===== src/rtl/divider_unit.sv =====
// Sequential unsigned restoring divider: one quotient bit per clock, start/ready handshake.
// A zero divisor completes in IDLE on the accepting edge with all-ones quotient and remainder = dividend.
module divider_unit #(
  parameter int WIDTH = 16
) (
  input  logic             clk,
  input  logic             rst,
  input  logic             start,
  input  logic [WIDTH-1:0] a_in,
  input  logic [WIDTH-1:0] b_in,
  output logic [WIDTH-1:0] q_out,
  output logic [WIDTH-1:0] r_out,
  output logic             div_zero,
  output logic             busy,
  output logic             ready
);
  localparam int CW = $clog2(WIDTH);

  typedef enum logic {IDLE, CALC} state_t;
  state_t state, state_nxt;

  logic [WIDTH-1:0] dvd, dvs, quo, rem;
  logic [CW-1:0]    cnt;
  logic [WIDTH-1:0] dvd_d, dvs_d, quo_d, rem_d, q_d, r_d;
  logic [CW-1:0]    cnt_d;
  logic             dz_d, busy_d, ready_d;

  // Remainder stays below the divisor, so WIDTH bits hold it; the trial value needs one more.
  logic [WIDTH:0]   r_sh;
  logic             ge;
  logic [WIDTH-1:0] rem_step;
  assign r_sh     = {rem, dvd[WIDTH-1]};
  assign ge       = r_sh >= {1'b0, dvs};
  assign rem_step = ge ? WIDTH'(r_sh - {1'b0, dvs}) : r_sh[WIDTH-1:0];

  always_ff @(posedge clk or negedge rst) begin
    if (!rst) state <= IDLE;
    else      state <= state_nxt;
  end

  always_comb begin
    state_nxt = state;
    case (state)
      IDLE: if (start && b_in != '0) state_nxt = CALC;
      CALC: if (cnt == '0) state_nxt = IDLE;
      default: state_nxt = IDLE;
    endcase
  end

  always_comb begin
    dvd_d   = dvd;
    dvs_d   = dvs;
    quo_d   = quo;
    rem_d   = rem;
    cnt_d   = cnt;
    q_d     = q_out;
    r_d     = r_out;
    dz_d    = div_zero;
    ready_d = 1'b0;
    case (state)
      IDLE: begin
        if (start) begin
          if (b_in != '0) begin
            dvd_d = a_in;
            dvs_d = b_in;
            quo_d = '0;
            rem_d = '0;
            cnt_d = CW'(WIDTH-1);
            dz_d  = 1'b0;
          end else begin
            q_d     = '1;
            r_d     = a_in;
            dz_d    = 1'b1;
            ready_d = 1'b1;
          end
        end
      end
      CALC: begin
        dvd_d = dvd << 1;
        quo_d = {quo[WIDTH-2:0], ge};
        rem_d = rem_step;
        cnt_d = cnt - 1'b1;
        if (cnt == '0) begin
          q_d     = {quo[WIDTH-2:0], ge};
          r_d     = rem_step;
          ready_d = 1'b1;
        end
      end
      default: ;
    endcase
    busy_d = (state_nxt == CALC);
  end

  always_ff @(posedge clk or negedge rst) begin
    if (!rst) begin
      dvd      <= '0;
      dvs      <= '0;
      quo      <= '0;
      rem      <= '0;
      cnt      <= '0;
      q_out    <= '0;
      r_out    <= '0;
      div_zero <= 1'b0;
      busy     <= 1'b0;
      ready    <= 1'b0;
    end else begin
      dvd      <= dvd_d;
      dvs      <= dvs_d;
      quo      <= quo_d;
      rem      <= rem_d;
      cnt      <= cnt_d;
      q_out    <= q_d;
      r_out    <= r_d;
      div_zero <= dz_d;
      busy     <= busy_d;
      ready    <= ready_d;
    end
  end

endmodule


===== config.mk =====
export PLATFORM = sky130hd
export DESIGN_NAME = divider_unit
export DESIGN_NICKNAME = d
export VERILOG_FILES = /design/src/rtl/divider_unit.sv
export SDC_FILE = /design/constraint.sdc
export NUM_CORES = 1
export LEC_CHECK = 0
export BUFFER_PORTS_ARGS = -buffer_cell sky130_fd_sc_hd__buf_4
export CAP_MARGIN = 30
export CORE_UTILIZATION = 30
export CTS_CLUSTER_SIZE = 12
export DETAILED_ROUTE_END_ITERATION = 7
export GPL_ROUTABILITY_DRIVEN = 0
export PLACE_DENSITY = 0.43
export SLEW_MARGIN = 20
export SYNTH_ARGS = -nofsm -noshare
export SYNTH_HDL_FRONTEND = slang
export SYNTH_SLANG_ARGS = --single-unit

===== constraint.sdc =====
create_clock -name clk -period 3.16 [get_ports clk]
set_clock_uncertainty 0.1 [all_clocks]
set_input_delay 0.632 -clock clk [delete_from_list [all_inputs] [get_ports clk]]
set_output_delay 0.632 -clock clk [all_outputs]
set_load 0.005 [all_outputs]

Word level (Yosys, flattened, before mapping)
Cells that the tools add are included.
- register bits after elaboration: 102
- input bits: 35
- logic and storage cells: 51
- $add $sub $neg: 2
- $lt $le $gt $ge: 1
- equality and inequality tests: 4
- multiplexer cells: 26
- bitwise gates (word level): 1
- reductions and logical operators: 7
- operators with widths (operator ; number):
    $mux 16 ; 11
    $pmux 16 s2 ; 4
    $pmux 15 s2 ; 1
    $ge 17x16->1 ; 1
    $reduce_bool 16->1 ; 1
    $sub 16x16->16 ; 1
    $mux 4 ; 2
    $pmux 4 s2 ; 1
    $ne 2x2->1 const B ; 3
    $reduce_and 3->1 ; 2
    $mux 1 ; 5
    $logic_not 4->1 ; 1
    $pmux 1 s2 ; 2
    $reduce_and 2->1 ; 2
    $sub 4x1->4 const B ; 1
    $ne 2x1->1 const B ; 1
    $logic_and 1x1->1 ; 1
    $not 1->1 ; 1

Longest topological paths before layout
Gate-level depths: netlist of run 1.
- word-level depth: 4
- depth in mapped cells: 10

Worst setup path after synthesis of run 1
OpenSTA, ideal clock, no wires.
- kind: register to register
- start point: reg rem[10]
- end point: reg r_out[7]
- setup time: 0.123 ns
- arrival time: 2.386 ns
- setup slack: 0.551 ns
- cell stages (with the launch flop): 9
- path buffers: 1
- path through: dfrtp_1 ha_1 buf_2 nand4_4 or3_4 a211o_1 nand3_2 mux2_2 o221a_2
- cells in the longest elaborated chain, start to end: 4
- ends and longest elaborated chain (what ; line ; text):
    start, declared ; 22 ; logic [WIDTH-1:0] dvd, dvs, quo, rem;
    start signal, assigned ; 110 ; rem <= rem_d;
    $ge 17x16->1 ; 33 ; assign ge = r_sh >= {1'b0, dvs};
    $mux 16 ; 34 ; assign rem_step = ge ? WIDTH'(r_sh - {1'b0, dvs}) : r_sh[WIDTH-1:0];
    $mux 16 ; 83 ; if (cnt == '0) begin
    $pmux 16 s2 ; 60 ; case (state)
    end signal, assigned ; 113 ; r_out <= r_d;
    end, declared ; 12 ; output logic [WIDTH-1:0] r_out,
No other way between the ends. The select of a mux whose other input is x is not followed.
A chain may end at the register's enable or synchronous reset.

Final worst setup path of run 1
- start point: reg rem[9]
- end point: reg r_out[12]
- cells in the longest elaborated chain, start to end: 4
- elaborated cells on any way between the ends: 5
- ends and longest elaborated chain (what ; line):
    $sub 16x16->16 / $ge 17x16->1 (equally long branches) ; 34, 33
    $mux 16 * ; 34
    $mux 16 * ; 83
    $pmux 16 s2 * ; 60
Every way passes the cells marked *; elsewhere a longest branch is shown, timed or not. The select of a mux whose other input is x is not followed.

==> results by group, run 1 <==
Route
  – Post-DRT Antenna Nets: 0
  – Routed vias: 4403
  – First drt pass iteration count: 4
  – Final wirelength: ~15 mm
  – Wire length per cell: roughly 17 um
  – Drt drc: 0
  – Starting DRT DRC Count: roughly 210
  – Via density: 4.98

Floorplan
  – Die area: 0.0188 mm^2
  – Die Height: 137 um
  – Die extent in x: about 140 um
  – I/O pin total: 70
  – Area of the core: 0.0175 mm^2
  – Starting Density: 0.312
  – Row cnt: 48

Yosys
  – Synth area leader: dfrtp_1
  – Syn Nets: 635
  – Synth warn: 0
  – Post-Synthesis Cell Area: 0.00546 mm^2
  – Synth top area share: 0.467
  – Synth top area cells: dfrtp_1 47%, nand2_1 5.8%, o21ai_0 5.0%, ha_1 3.9%, nor2_1 3.2%
  – Main synth FF type: dfrtp_1
  – Most frequent cell after synthesis: dfrtp_1
  – Mean Syn Cell Area: 9.39 um^2
  – Sequential cell area fraction in the yosys report: 0.467
  – Distinct cells, synth: between 60 and 70
  – Synth Instances: 582
  – Post-synthesis register bit count: 102
  – Synth async-reset ratio: 1.00
  – Post-synth EDFFs: 0
  – Commonest cells in the netlist: 102 x dfrtp_1, 85 x nand2_1, 55 x o21ai_0

Clocking
  – Inserted Clock Buffers: 9
  – Clock Latency Late Sink: 0.36 ns
  – Clk slew on worst S/H paths: approximately 0.08 ns
  – Num Clock Sinks: 102
  – H-tree depth: 3
  – Hold_buf cts: 0
  – # resized after CTS: 0
  – CTS tree: yes
  – Setup Fix Bufs, Post-CTS: 0
  – Root buf cell: clkbuf_16
  – CTS Buffer Depth: 2

Worst hold path
  – Hold Path Class: in -> async

Placement
  – Cell Area, Placed: 0.00628 mm^2
  – Number of port buffers: 69
  – Dpl hpwl: around 11 mm

STA
  – Max Slew Vio Count: 0
  – Worst slew margin: 0.588
  – Setup TNS: 0 ns
  – Period utilization: 0.935
  – Final setup viols: 0
  – Worst hold slack: roughly 0.19 ns
  – RSZ-0062 raised after global routing: false
  – Tmin final: 2.96 ns
  – Worst-Margin Slew: roughly 0.6 ns
  – Fmax: 0.338 GHz
  – Final hold violations: 0

Global route
  – Total track usage: 0.171
  – First-pass GRT wire length: roughly 24 mm
  – Grt ovf: 0
  – Initial antenna violation count: 0
  – Vias in the first global route: 4433
  – Largest net degree at the start of global routing: 46

Pwr
  – Power per cell area: 1280 mW/mm^2
  – P_leak: 2.96 nW
  – Worst VDD drop: 0.452 mV
  – Tot Pwr: 8.40 mW

Cells and area
  – Area Growth Syn to Fin: 20.6%
  – Nets: approximately 700
  – Design area: roughly 0.0066 mm^2
  – Share of layout cells above drive strength 1: 0.214
  – Antenna cells: 0

Critical path
  – Worst Setup Start Kind: flip-flop
  – CP Data Arrival Time: 3.14 ns
  – Reg2reg path depth: 8
  – Worst setup EP type: flip-flop
  – Worst EP required: approximately 3.3 ns
  – Crit Path Category: reg -> reg
  – CP max FO: 9

Job
  – Max-Cap Viols: 0

Outcome
  – Outcome: completed
[worst paths after layout]
kind | to | from | slack, ns
min in group clk | quo[6] | quo[5] | 0.38
max | r_out[12] | rem[9] | 0.20
min | dvs[4] | rst | 0.19
min reg2reg | quo[6] | quo[5] | 0.38
max reg2reg | r_out[12] | rem[9] | 0.20
max in group asynchronous | rem[14] | rst | 2.05
[area by class of cell]
cell class,instances,area [um^2]
clock inverter,6,61.3
fill,1804,10900
inverter,42,158
tap,225,282
clock buffer,10,239
multi-input combinational,405,2570
timing repair buffer,95,726
sequential,102,2550
[registers in the layout (all words and copies together) (netlist names), 4 cells and up]
name   count
cnt        4
dvd       16
dvs       16
q_out     16
quo       15
r_out     16
rem       16
[per-stage QoR]
stage / instances / worst slack (ns) / utilization
floorplan: 582 / 0.551 / -
global route: 885 / 0.0844 / 0.376
global placement: 868 / 0.130 / 0.358
detailed placement: 868 / 0.131 / 0.358
finish: 885 / 0.204 / 0.376
CTS: 884 / 0.208 / 0.375
[power breakdown]
group	internal [mW]	leakage, nW	switching [mW]	total (mW)
sequential	1.94	1.22	0.431	2.37
combinational	2.12	1.60	2.76	4.89
clock	0.578	0.145	0.563	1.14
[logic make-up (layout without fill, tap and decap cells)]
group | count (synthesis) | in the layout | synth area share
compound gates | 175 | 175 | 0.221
simple gates | 186 | 186 | 0.159
mux | 16 | 16 | 0.0300
flops | 102 | 102 | 0.467
buf+inv | 75 | 153 | 0.0644
xor+xnor | 10 | 10 | 0.0160
fa+ha+maj | 18 | 18 | 0.0426
[cell usage in the layout, fill, tap and decap left out, types with 3 or more instances in the layout]
master,synthesis,layout
a22oi_1,5,5
inv_1,42,42
inv_6,0,3
a211oi_1,4,4
dfrtp_1,102,101
nor2_2,4,4
nand4_1,3,3
a21oi_1,23,23
mux2i_1,13,13
o21ai_0,55,54
o21a_1,4,4
a31oi_1,18,18
nor4_1,6,6
a211o_1,8,8
nand2_1,85,85
and2_1,8,8
xor2_1,4,4
nor3_1,4,4
a21boi_0,3,3
ha_1,17,17
o31ai_1,16,16
o32a_1,6,6
nand3_1,11,11
clkbuf_16,0,9
xnor2_1,6,6
nor2_1,46,46
buf_4,3,94
a21o_1,3,3
mux2_2,3,3
[critical path, cell delays in order (launching register included)]
cell      delay, ns
dfrtp_1        0.42
ha_1           0.50
nand4_4        0.21
or3_4          0.46
a211oi_4       0.24
o31ai_1        0.14
buf_4          0.20
or3_1          0.42
a41oi_2        0.18
[per-layer routing]
metal	track usage	vias to the layer above	wire length, um
met2	0.267	84	6850
met4	0.0641	0	263
li1	-	2214	-
met1	0.236	2088	7280
met3	0.0263	17	497
met5	0	-	0
(Power assumes the default switching activity.)
==> run 2: changes to the inputs <==
Settings changed: CORE_UTILIZATION 30 to 58, CTS_CLUSTER_SIZE 12 to 14, PLACE_DENSITY 0.43 to 0.76.
==> results by group, run 2 (same netlist as run 1, synthesis figures left out) <==
Critical path
  – Worst setup EP type: flip-flop (unchanged)
  – Slowest library cell on the worst path: ha_1 (unchanged)
  – Crit Path Category: reg -> reg (unchanged)
  – Delay-heaviest family, CP: simple AND/OR/NAND/NOR gates (unchanged)
  – Worst Setup Start Kind: flip-flop (unchanged)
  – CP Data Arrival Time: 3.18 ns (was 3.14 ns)
  – Crit-path cells: ha_1 -> nand4_4 -> or3_4 -> a211oi_4 -> o31ai_1 -> buf_4 -> or3_1 -> a41oi_2 (unchanged)
  – Worst Path Buf+Inv: 1 (unchanged)
  – Critical Path Source: rem[9] (unchanged)
  – Worst EP required: 3.36 ns (was 3.34 ns)
  – CP max FO: 9 (unchanged)
  – Slowest stage delay, CP: 0.52 ns (was 0.50 ns)
  – Reg2reg start: rem[9] (unchanged)

Floorplan
  – Area of the core: 0.00920 mm^2 (was 0.0175 mm^2)
  – Die extent in x: 99.1 um (was 137 um)
  – I/O pin total: 70 (unchanged)
  – Die Height: 99.1 um (was 137 um)
  – Die area: 0.00981 mm^2 (was 0.0188 mm^2)
  – Starting Density: 0.594 (was 0.312)
  – Row cnt: 35 (was 48)

Clocking
  – Clk slew on worst S/H paths: 0.11 ns (was 0.08 ns)
  – Root buf cell: clkbuf_8 (was clkbuf_16)
  – CTS tree: yes (unchanged)
  – CTS Buffer Depth: 2 (unchanged)
  – Hold_buf cts: 0 (unchanged)
  – H-tree depth: 3 (unchanged)
  – Clock Latency Late Sink: 0.38 ns (was 0.36 ns)
  – # resized after CTS: 0 (unchanged)
  – Num Clock Sinks: 102 (unchanged)
  – Setup Fix Bufs, Post-CTS: 0 (unchanged)
  – Inserted Clock Buffers: 9 (unchanged)

Global route
  – Total track usage: 0.289 (was 0.171)
  – First-pass GRT wire length: 22.2 mm (was 24.1 mm)
  – Initial antenna violation count: 0 (unchanged)
  – Grt ovf: 0 (unchanged)
  – Vias in the first global route: 4540 (was 4433)
  – Largest net degree at the start of global routing: 53 (was 46)

Placement
  – Dpl hpwl: 9.59 mm (was 11.1 mm)
  – Cell Area, Placed: 0.00609 mm^2 (was 0.00628 mm^2)
  – Placed cells: 748 (was 868)
  – Number of port buffers: 69 (unchanged)

Cells and area
  – Nets: 701 (was 708)
  – Util after Layout: 0.685 (was 0.376)
  – Antenna cells: 0 (unchanged)
  – Most frequent cells in the layout: 101 x dfrtp_1, 87 x buf_4, 85 x nand2_1, 54 x o21ai_0, 46 x nor2_1 (was 101 x dfrtp_1, 94 x buf_4, 85 x nand2_1, 54 x o21ai_0, 46 x nor2_1)
  – Finished Layout Cells: 764 (was 885)
  – Commonest non-fill, non-tap cell in the layout: dfrtp_1 (unchanged)
  – Share of layout cells above drive strength 1: 0.205 (was 0.214)
  – Design area: 0.00630 mm^2 (was 0.00659 mm^2)
  – Area Growth Syn to Fin: 15.4% (was 20.6%)

STA
  – Period utilization: 0.941 (was 0.935)
  – Tmin final: 2.97 ns (was 2.96 ns)
  – Max Slew Vio Count: 0 (unchanged)
  – Worst slew margin: 0.597 (was 0.588)
  – Final hold violations: 0 (unchanged)
  – RSZ-0062 raised after global routing: false (unchanged)
  – Setup TNS: 0 ns (unchanged)
  – Final setup viols: 0 (unchanged)
  – Fmax: 0.336 GHz (was 0.338 GHz)
  – Worst-Margin Slew: 0.604 ns (was 0.618 ns)

Route
  – Final wirelength: 13.2 mm (was 14.9 mm)
  – First drt pass iteration count: 5 (was 4)
  – Drt drc: 0 (unchanged)
  – Wire length per cell: 17.2 um (was 16.8 um)
  – Routed vias: 4612 (was 4403)
  – Starting DRT DRC Count: 258 (was 206)
  – Via density: 6.04 (was 4.98)
  – Post-DRT Antenna Nets: 0 (unchanged)

Pwr
  – Combinational share of power: 0.603 (was 0.582)
  – Sw Share: 0.465 (was 0.447)
  – P_leak: 2.88 nW (was 2.96 nW)
  – Sw Pwr: 3.75 mW (was 3.76 mW)
  – Power per cell area: 1280 mW/mm^2 (about the same)
  – Internal power: 4.32 mW (was 4.65 mW)
  – Sequential power share: 0.291 (was 0.283)
  – Tot Pwr: 8.07 mW (was 8.40 mW)
  – Worst VDD drop: 0.742 mV (was 0.452 mV)
  – Clock power frac: 0.106 (was 0.136)

Job
  – Max-Cap Viols: 0 (unchanged)

Outcome
  – Outcome: completed (unchanged)

Worst hold path
  – Hold Path Class: in -> async (unchanged)
[run 2: changes by cell type in the layout (fill, tap and decap cells not counted), sizes merged]
cell,before,now
clkinv,1,3
clkbuf,10,9
clkinvlp,1,0
buf,95,88
[run 2: metal layers]
layer	wire (um)	track usage	share of wire	vias up
met3	599	0.0333	0.045	23
met4	267	0.114	0.020	0
met1	5970	0.395	0.45	2252
met2	6340	0.476	0.48	146
met5	0	0	0	-
li1	-	-	-	2191
[run 2: final timing paths]
| check | to | slack [ns] | depth (start not counted) |
|---|---|---|---|
| min reg2reg | quo[2] | 0.39 | 2 |
| max reg2reg | r_out[12] | 0.19 | 8 |
| max in group asynchronous | ready | 2.16 | 2 |
| min | rem[10] | 0.1 | 1 |
| min in group clk | dvs[15] | 0.36 | 3 |
| max | r_out[12] | 0.19 | 8 |
[run 2: area by class of cell]
cell class	count	area (um^2)
clock buffers	9	124
clock inverters	7	86.3
fillers	723	2890
inverters	42	158
multi-input cells	405	2570
flip-flops and latches	102	2550
well taps	111	139
repair buffers	88	673
[run 2: worst reg2reg max path, delay by kind of cell (launching register included)]
family | cells | cell delay (ns)
AO/OA/AOI/OAI | 3 | 0.57
adder cells (fa/ha/maj) | 1 | 0.52
AND/OR/NAND/NOR | 3 | 1.09
buffers and inverters | 1 | 0.19
flip-flops | 1 | 0.43
[run 2: through the flow]
step	hold slack [ns]	worst slack, ns
detailed placement	0.372	0.245
finish	0.0998	0.186
CTS	0.125	0.205
global route	0.143	0.0788
floorplan	0.236	0.551
global placement	0.358	0.357
[run 2: power by group through the flow]
stage / clock [mW] / sequential [mW] / combinational, mW
5_1_grt: 0.920 / 2.42 / 5.37
3_5_place_dp: 0 / 2.36 / 4.75
6_report: 0.859 / 2.35 / 4.87
2_1_floorplan: 0 / 2.25 / 3.51
4_1_cts: 0.871 / 2.34 / 4.80
3_3_place_gp: 0 / 2.34 / 4.62
